## config.mk

```make
export PLATFORM = sky130hd
export DESIGN_NAME = link_round_robin_arbiter_flat
export DESIGN_NICKNAME = d
export VERILOG_FILES = /design/src/rtl/link_round_robin_arbiter_pkg.sv /design/src/rtl/link_round_robin_arbiter_if.sv /design/src/rtl/link_round_robin_arbiter_picker.sv /design/src/rtl/link_round_robin_arbiter.sv /design/src/flat_wrapper.sv
export SDC_FILE = /design/constraint.sdc
export NUM_CORES = 1
export LEC_CHECK = 0
export CORE_AREA = 10 10 59 61
export DETAILED_ROUTE_END_ITERATION = 8
export DIE_AREA = 0 0 69 71
export PLACE_DENSITY = 0.81
export SYNTH_ARGS = -nofsm -noshare
export SYNTH_HDL_FRONTEND = slang
export SYNTH_SLANG_ARGS = --single-unit
```

## constraint.sdc

```tcl
create_clock -name clock -period 3.15 [get_ports clock]
set_input_delay 0.63 -clock clock [delete_from_list [all_inputs] [get_ports clock]]
set_output_delay 0.63 -clock clock [all_outputs]
set_load 0.05 [all_outputs]
```

## src/rtl/link_round_robin_arbiter_pkg.sv

```systemverilog
// link_round_robin_arbiter_pkg: shared interconnect types for the link arbiter
//   PACKET_WIDTH         width of one link packet
//   DEFAULT_NUM_SOURCES  default number of upstream senders sharing a link
//   packet_t             one link packet
//   source_index_t       index of one upstream sender (default source count)
package link_round_robin_arbiter_pkg;
    localparam int PACKET_WIDTH        = 8;
    localparam int DEFAULT_NUM_SOURCES = 4;
    typedef logic [PACKET_WIDTH-1:0] packet_t;
    typedef logic [$clog2(DEFAULT_NUM_SOURCES)-1:0] source_index_t;
endpackage

```

## src/rtl/link_round_robin_arbiter_if.sv

```systemverilog
// link_round_robin_arbiter_if: handshake bundle between upstream senders, arbiter and downstream buffer
//   enable       freeze control (low holds all arbiter state)
//   src_req      per-source packet valid
//   src_packet   per-source packet
//   src_ack      per-source accept, one-hot or zero
//   out_req      output slot valid
//   out_packet   output slot contents
//   out_ack      downstream accept
//   grant_index  source of the packet in the output slot
//   quiescent    slot empty and nothing requesting
//   modport slave is the arbiter side, master the environment side
interface link_round_robin_arbiter_if
    import link_round_robin_arbiter_pkg::*;
#(
    parameter int NUM_SOURCES = DEFAULT_NUM_SOURCES
);
    localparam int IW = $clog2(NUM_SOURCES);
    logic                          enable;
    logic [NUM_SOURCES-1:0]        src_req;
    packet_t [NUM_SOURCES-1:0]     src_packet;
    logic [NUM_SOURCES-1:0]        src_ack;
    logic                          out_req;
    packet_t                       out_packet;
    logic                          out_ack;
    logic [IW-1:0]                 grant_index;
    logic                          quiescent;
    modport slave (
        input  enable, src_req, src_packet, out_ack,
        output src_ack, out_req, out_packet, grant_index, quiescent
    );
    modport master (
        output enable, src_req, src_packet, out_ack,
        input  src_ack, out_req, out_packet, grant_index, quiescent
    );
endinterface

```

## src/rtl/link_round_robin_arbiter_picker.sv

```systemverilog
// round_robin_picker: combinational round-robin selection starting at a pointer
//   i_req    request vector
//   i_ptr    highest-priority source this cycle
//   o_grant  one-hot grant (zero when nothing requests)
//   o_index  index of the granted source
//   o_any    some source is granted
module round_robin_picker
#(
    parameter int NUM_SOURCES = 4
) (
    input  logic [NUM_SOURCES-1:0]         i_req,
    input  logic [$clog2(NUM_SOURCES)-1:0] i_ptr,
    output logic [NUM_SOURCES-1:0]         o_grant,
    output logic [$clog2(NUM_SOURCES)-1:0] o_index,
    output logic                           o_any
);
    localparam int IW = $clog2(NUM_SOURCES);
    logic [IW-1:0] w_idx;
    // Scan offsets from farthest to nearest so the nearest requester wins.
    always_comb begin
        w_idx   = '0;
        o_index = '0;
        o_any   = 1'b0;
        for (int i = NUM_SOURCES - 1; i >= 0; i--) begin
            w_idx = IW'((int'(i_ptr) + i) % NUM_SOURCES);
            if (i_req[w_idx]) begin
                o_index = w_idx;
                o_any   = 1'b1;
            end
        end
        o_grant = o_any ? (NUM_SOURCES'(1) << o_index) : '0;
    end
endmodule

```

## src/rtl/link_round_robin_arbiter.sv

```systemverilog
// link_round_robin_arbiter: round-robin sharing of one registered output link among NUM_SOURCES senders
//   clock  positive-edge clock
//   reset  synchronous active-high reset
//   bus    arbiter side of link_round_robin_arbiter_if (source handshakes, output slot, status)
module link_round_robin_arbiter
    import link_round_robin_arbiter_pkg::*;
#(
    parameter int NUM_SOURCES = DEFAULT_NUM_SOURCES
) (
    input logic                        clock,
    input logic                        reset,
    link_round_robin_arbiter_if.slave  bus
);
    localparam int IW = $clog2(NUM_SOURCES);
    logic                   r_out_req;
    packet_t                r_out_packet;
    logic [IW-1:0]          r_grant_index;
    logic [IW-1:0]          r_ptr;
    logic [NUM_SOURCES-1:0] w_grant;
    logic [IW-1:0]          w_index;
    logic                   w_any;
    logic                   w_take;

    round_robin_picker #(.NUM_SOURCES(NUM_SOURCES)) u_picker (
        .i_req   (bus.src_req),
        .i_ptr   (r_ptr),
        .o_grant (w_grant),
        .o_index (w_index),
        .o_any   (w_any)
    );

    // A source may be accepted only when the slot is empty or draining this cycle.
    assign w_take          = !reset && bus.enable && (!r_out_req || bus.out_ack);
    assign bus.src_ack     = w_take ? w_grant : '0;
    assign bus.out_req     = r_out_req;
    assign bus.out_packet  = r_out_packet;
    assign bus.grant_index = r_grant_index;
    assign bus.quiescent   = !r_out_req && (bus.src_req == '0);

    always_ff @(posedge clock) begin
        if (reset) begin
            r_out_req     <= 1'b0;
            r_out_packet  <= '0;
            r_grant_index <= '0;
            r_ptr         <= '0;
        end else if (bus.enable) begin
            if (w_take && w_any) begin
                r_out_req     <= 1'b1;
                r_out_packet  <= bus.src_packet[w_index];
                r_grant_index <= w_index;
                r_ptr         <= (w_index == IW'(NUM_SOURCES - 1)) ? '0 : w_index + 1'b1;
            end else if (bus.out_ack && r_out_req) begin
                r_out_req <= 1'b0;
            end
        end
    end
endmodule
```

## src/flat_wrapper.sv

```systemverilog
// flat-port wrapper written by rule: the top's interface ports become plain ports
module link_round_robin_arbiter_flat import link_round_robin_arbiter_pkg::*;
#(
    parameter int NUM_SOURCES = DEFAULT_NUM_SOURCES
)
  (clock, reset, bus_enable, bus_src_req, bus_src_packet, bus_out_ack, bus_src_ack, bus_out_req, bus_out_packet, bus_grant_index, bus_quiescent);
  link_round_robin_arbiter_if #(.NUM_SOURCES(NUM_SOURCES)) bus_i ();
  input logic clock;
  input logic reset;
  input wire logic [$bits(bus_i.enable)-1:0] bus_enable;
  input wire logic [$bits(bus_i.src_req)-1:0] bus_src_req;
  input wire logic [$bits(bus_i.src_packet)-1:0] bus_src_packet;
  input wire logic [$bits(bus_i.out_ack)-1:0] bus_out_ack;
  output wire logic [$bits(bus_i.src_ack)-1:0] bus_src_ack;
  output wire logic [$bits(bus_i.out_req)-1:0] bus_out_req;
  output wire logic [$bits(bus_i.out_packet)-1:0] bus_out_packet;
  output wire logic [$bits(bus_i.grant_index)-1:0] bus_grant_index;
  output wire logic [$bits(bus_i.quiescent)-1:0] bus_quiescent;
  assign bus_i.enable = bus_enable;
  assign bus_i.src_req = bus_src_req;
  assign bus_i.src_packet = bus_src_packet;
  assign bus_i.out_ack = bus_out_ack;
  assign bus_src_ack = bus_i.src_ack;
  assign bus_out_req = bus_i.out_req;
  assign bus_out_packet = bus_i.out_packet;
  assign bus_grant_index = bus_i.grant_index;
  assign bus_quiescent = bus_i.quiescent;
  link_round_robin_arbiter #(.NUM_SOURCES(NUM_SOURCES)) u_core (.clock(clock), .reset(reset), .bus(bus_i));
endmodule
```

==> implementation parameters <==
Parameter                              Value

Outcome
  Result of the run ... completed

Worst setup path
  CP required ... 2.52 ns
  CP Launch Type ... primary input
  Critical path endpoint category ... output port
  List of cells traversed by the critical path ... clkdlybuf4s50_1, inv_2, a22o_1, a211oi_4, inv_4, ha_1, and2_1, buf_12
  CP max stage delay ... 0.53 ns
  Slowest-stage cell, CP ... clkdlybuf4s50_1
  Arrival time at the worst endpoint ... 2.36 ns
  Category of the critical setup timing path ... in2out
  Family with the most delay on the worst path ... buffers and inverters
  Biggest fanout along the worst timing path ... 4
  Bufs and invs on worst path ... 4

Synth
  Area share of the leading cell type in the synthesized netlist ... a little under a third
  Cell count after synthesis ... 87
  Leading cell types by count after synthesis ... mux2i_1 (19), dfxtp_1 (13), nand3b_1 (8), o221ai_1 (8), nor2_1 (7)
  Number of enable flip-flop cells after synthesis ... 0
  Top cells by area in the synthesized netlist ... dfxtp_1 (30%), mux2i_1 (22%), o221ai_1 (8.1%), nand3b_1 (6.9%), nor2_1 (3.0%)
  Synthesized area per cell ... 9.94 um^2
  Post-synth cell types ... 26
  Most numerous cell in the Yosys netlist ... mux2i_1
  Post-synth design cell area ... 865 um^2
  Share of flip-flops with an asynchronous set or reset after synthesis ... 0%
  Post-synthesis sequential element count ... 13
  Yosys Warn Count ... 0
  Largest area contributor in the netlist ... dfxtp_1
  Dominant register cell in the synthesized netlist ... dfxtp_1
  Post-synthesis net count ... 129
  Sequential fraction of the synthesis area ... around 30%

Clocking
  Clock sinks ... 13
  Post-CTS sizing ... 0
  Clock-pin slew reported for the worst setup and hold paths after clock tree synthesis ... 0.08 ns
  Total clock buffers created by CTS ... 3
  # H-tree levels ... 1
  Root Buffer Master ... clkbuf_4
  TritonCTS clock tree ... yes
  Clock latency on the worst-skew pair ... 0.26 ns
  Post-CTS setup repair buffer count ... 0
  CTS Hold Bufs ... 0
  Maximum clock insertion buffer count ... 2

Placement
  Area of placed instances ... 1510 um^2
  Count of port buffers added during placement ... 55
  Placed insts ... 173
  Routability congestion estimate from global placement ... 0.702
  Worst-case setup slack after placement ... approximately 0.17 ns
  HPWL Detailed ... 2.33 mm

STA
  Max-slew violations ... 0
  Final total negative setup slack ... 0 ns
  Unrepaired setup endpoints after global routing ... no
  Share of the clock period used by the worst path after layout ... 94.8%
  Highest attainable clock frequency ... roughly 0.33 GHz
  Slew at the pin with the worst max-slew slack ... slightly above 0.5 ns
  Post-route worst setup slack ... around 0.16 ns
  Min Tclk post-route ... 2.99 ns
  Final hold vios ... 0
  Number of failing setup endpoints in the final timing report ... 0
  Relative slew slack ... around 65%
  Final Skew ... about 0.0019 ns

Detailed routing
  Total routed wirelength ... 2.76 mm
  Drt drc ... 0
  DR WL/cell ... 15.6 um
  Vias after detailed routing ... roughly 880
  1st-pass router iterations ... 3
  Remaining antenna violation count after routing ... 0
  DR iter-0 viols ... 44
  Via density ... 4.94

Global routing
  Pin count of the biggest net entering global routing ... 11
  Number of antenna violations at the first check in global routing ... 0
  GRT Resource Usage Total ... 10.8%
  Overflow after GRT ... 0
  First-pass GRT wire length ... 4.65 mm
  Number of global-route vias before repair ... between 900 and 1000

Final layout
  Design area ... 1540 um^2
  Area growth from synthesis to layout ... 77.9%
  Fraction of the core area covered by cells at the end of the flow ... 64.4%
  Number of nets in the layout ... 190
  Fill cells ... 219
  Ratio of cells with drive above 1 in the final layout ... 16.3%
  Final Non-Filler Cells ... 177
  ANT cells ... 0

Pwr
  Peak VDD IR ... 0.228 mV
  Pwr/cell area ... 377 nW/um^2
  Pleak ... around 0.60 nW

Die
  Core outline area ... 2390 um^2
  IO Count ... 56
  Effective utilization at floorplan ... between 30% and 40%
  Vertical die dimension ... 71 um
  Rows ... 18
  Area enclosed by the die boundary ... around 4900 um^2
  Die boundary width ... just under 70 um

Hold path
  Hold crit path type ... reg2reg

Job
  Count of max-cap constraint violations ... 0
## layer usage
metal  GRT usage (%)  vias up  share of wire, %
met1            12.4      395                44
met5               0        -                 0
met3            4.32        0               8.4
li1                -      447                 -
met4            1.34        0                 0
met2            18.9       33                48
## power by group
part	leakage (nW)	switching, W	internal [W]
Sequential	0.107	0.0000124	0.000183
Combinational	0.481	0.000150	0.000133
Clock	0.0150	0.0000522	0.0000489
## path summary, 6_finish.rpt
| check | slack, ns | start | endpoint | depth (start not counted) |
|---|---|---|---|---|
| worst max-delay path | 0.16 | bus_src_req[3] | bus_src_ack[2] | 8 |
| worst min-delay path | 0.51 | u_core.r_ptr[0] | u_core.r_ptr[0] | 2 |
| worst max register to register | 1.48 | u_core.r_ptr[1] | u_core.bus.out_packet[4] | 6 |
| worst min register to register | 0.51 | u_core.r_ptr[0] | u_core.r_ptr[0] | 2 |
## flip-flops by register name, indices dropped and copies added (netlist names)
signal,flops
u_core.bus.out_req,1
u_core.bus.grant_index,2
u_core.bus.out_packet,8
u_core.r_ptr,2
## worst reg2reg max path, stage by stage, from the launching register on
cell and delay (ns):
dfxtp_1 0.37, a21oi_1 0.14, o21ai_0 0.11, a21oi_2 0.29, buf_4 0.27, mux2i_1 0.24
o221ai_1 0.14
## through the flow
stage	total power, W	hold slack (ns)
final	0.000579	0.507
after global routing	0.000617	0.541
after CTS	0.000585	0.509
after detailed placement	0.000484	0.488
after global placement	0.000480	0.484
after floorplan	0.000367	0.462
## area by class of cell
class,count,area (um^2),area share (%)
timing repair buffer,60,626,40.7
clock buffer,4,26.3,1.71
inverter,4,17.5,1.14
tap,30,37.5,2.44
multi-input combinational,66,571,37.1
sequential,13,260,16.9
## cells in the final DEF, fill, tap and decap left out, types with 2 or more instances in the layout
cell,count
a21oi_1,3
nand2_4,2
o221ai_1,8
nand2b_1,3
buf_12,4
inv_1,2
nand3b_1,8
mux2i_1,19
nor2_1,7
clkbuf_4,3
buf_4,6
and2_1,2
ha_1,2
dfxtp_1,13
clkdlybuf4s50_1,50
## kinds of logic after synthesis
kind of cell | synth area share (%)
flops | 30.1
fa+ha+maj | 2.89
simple gates | 23.9
compound gates | 16.1
buf+inv | 5.06
mux | 22.0
Power figures use the tool's default switching activity.
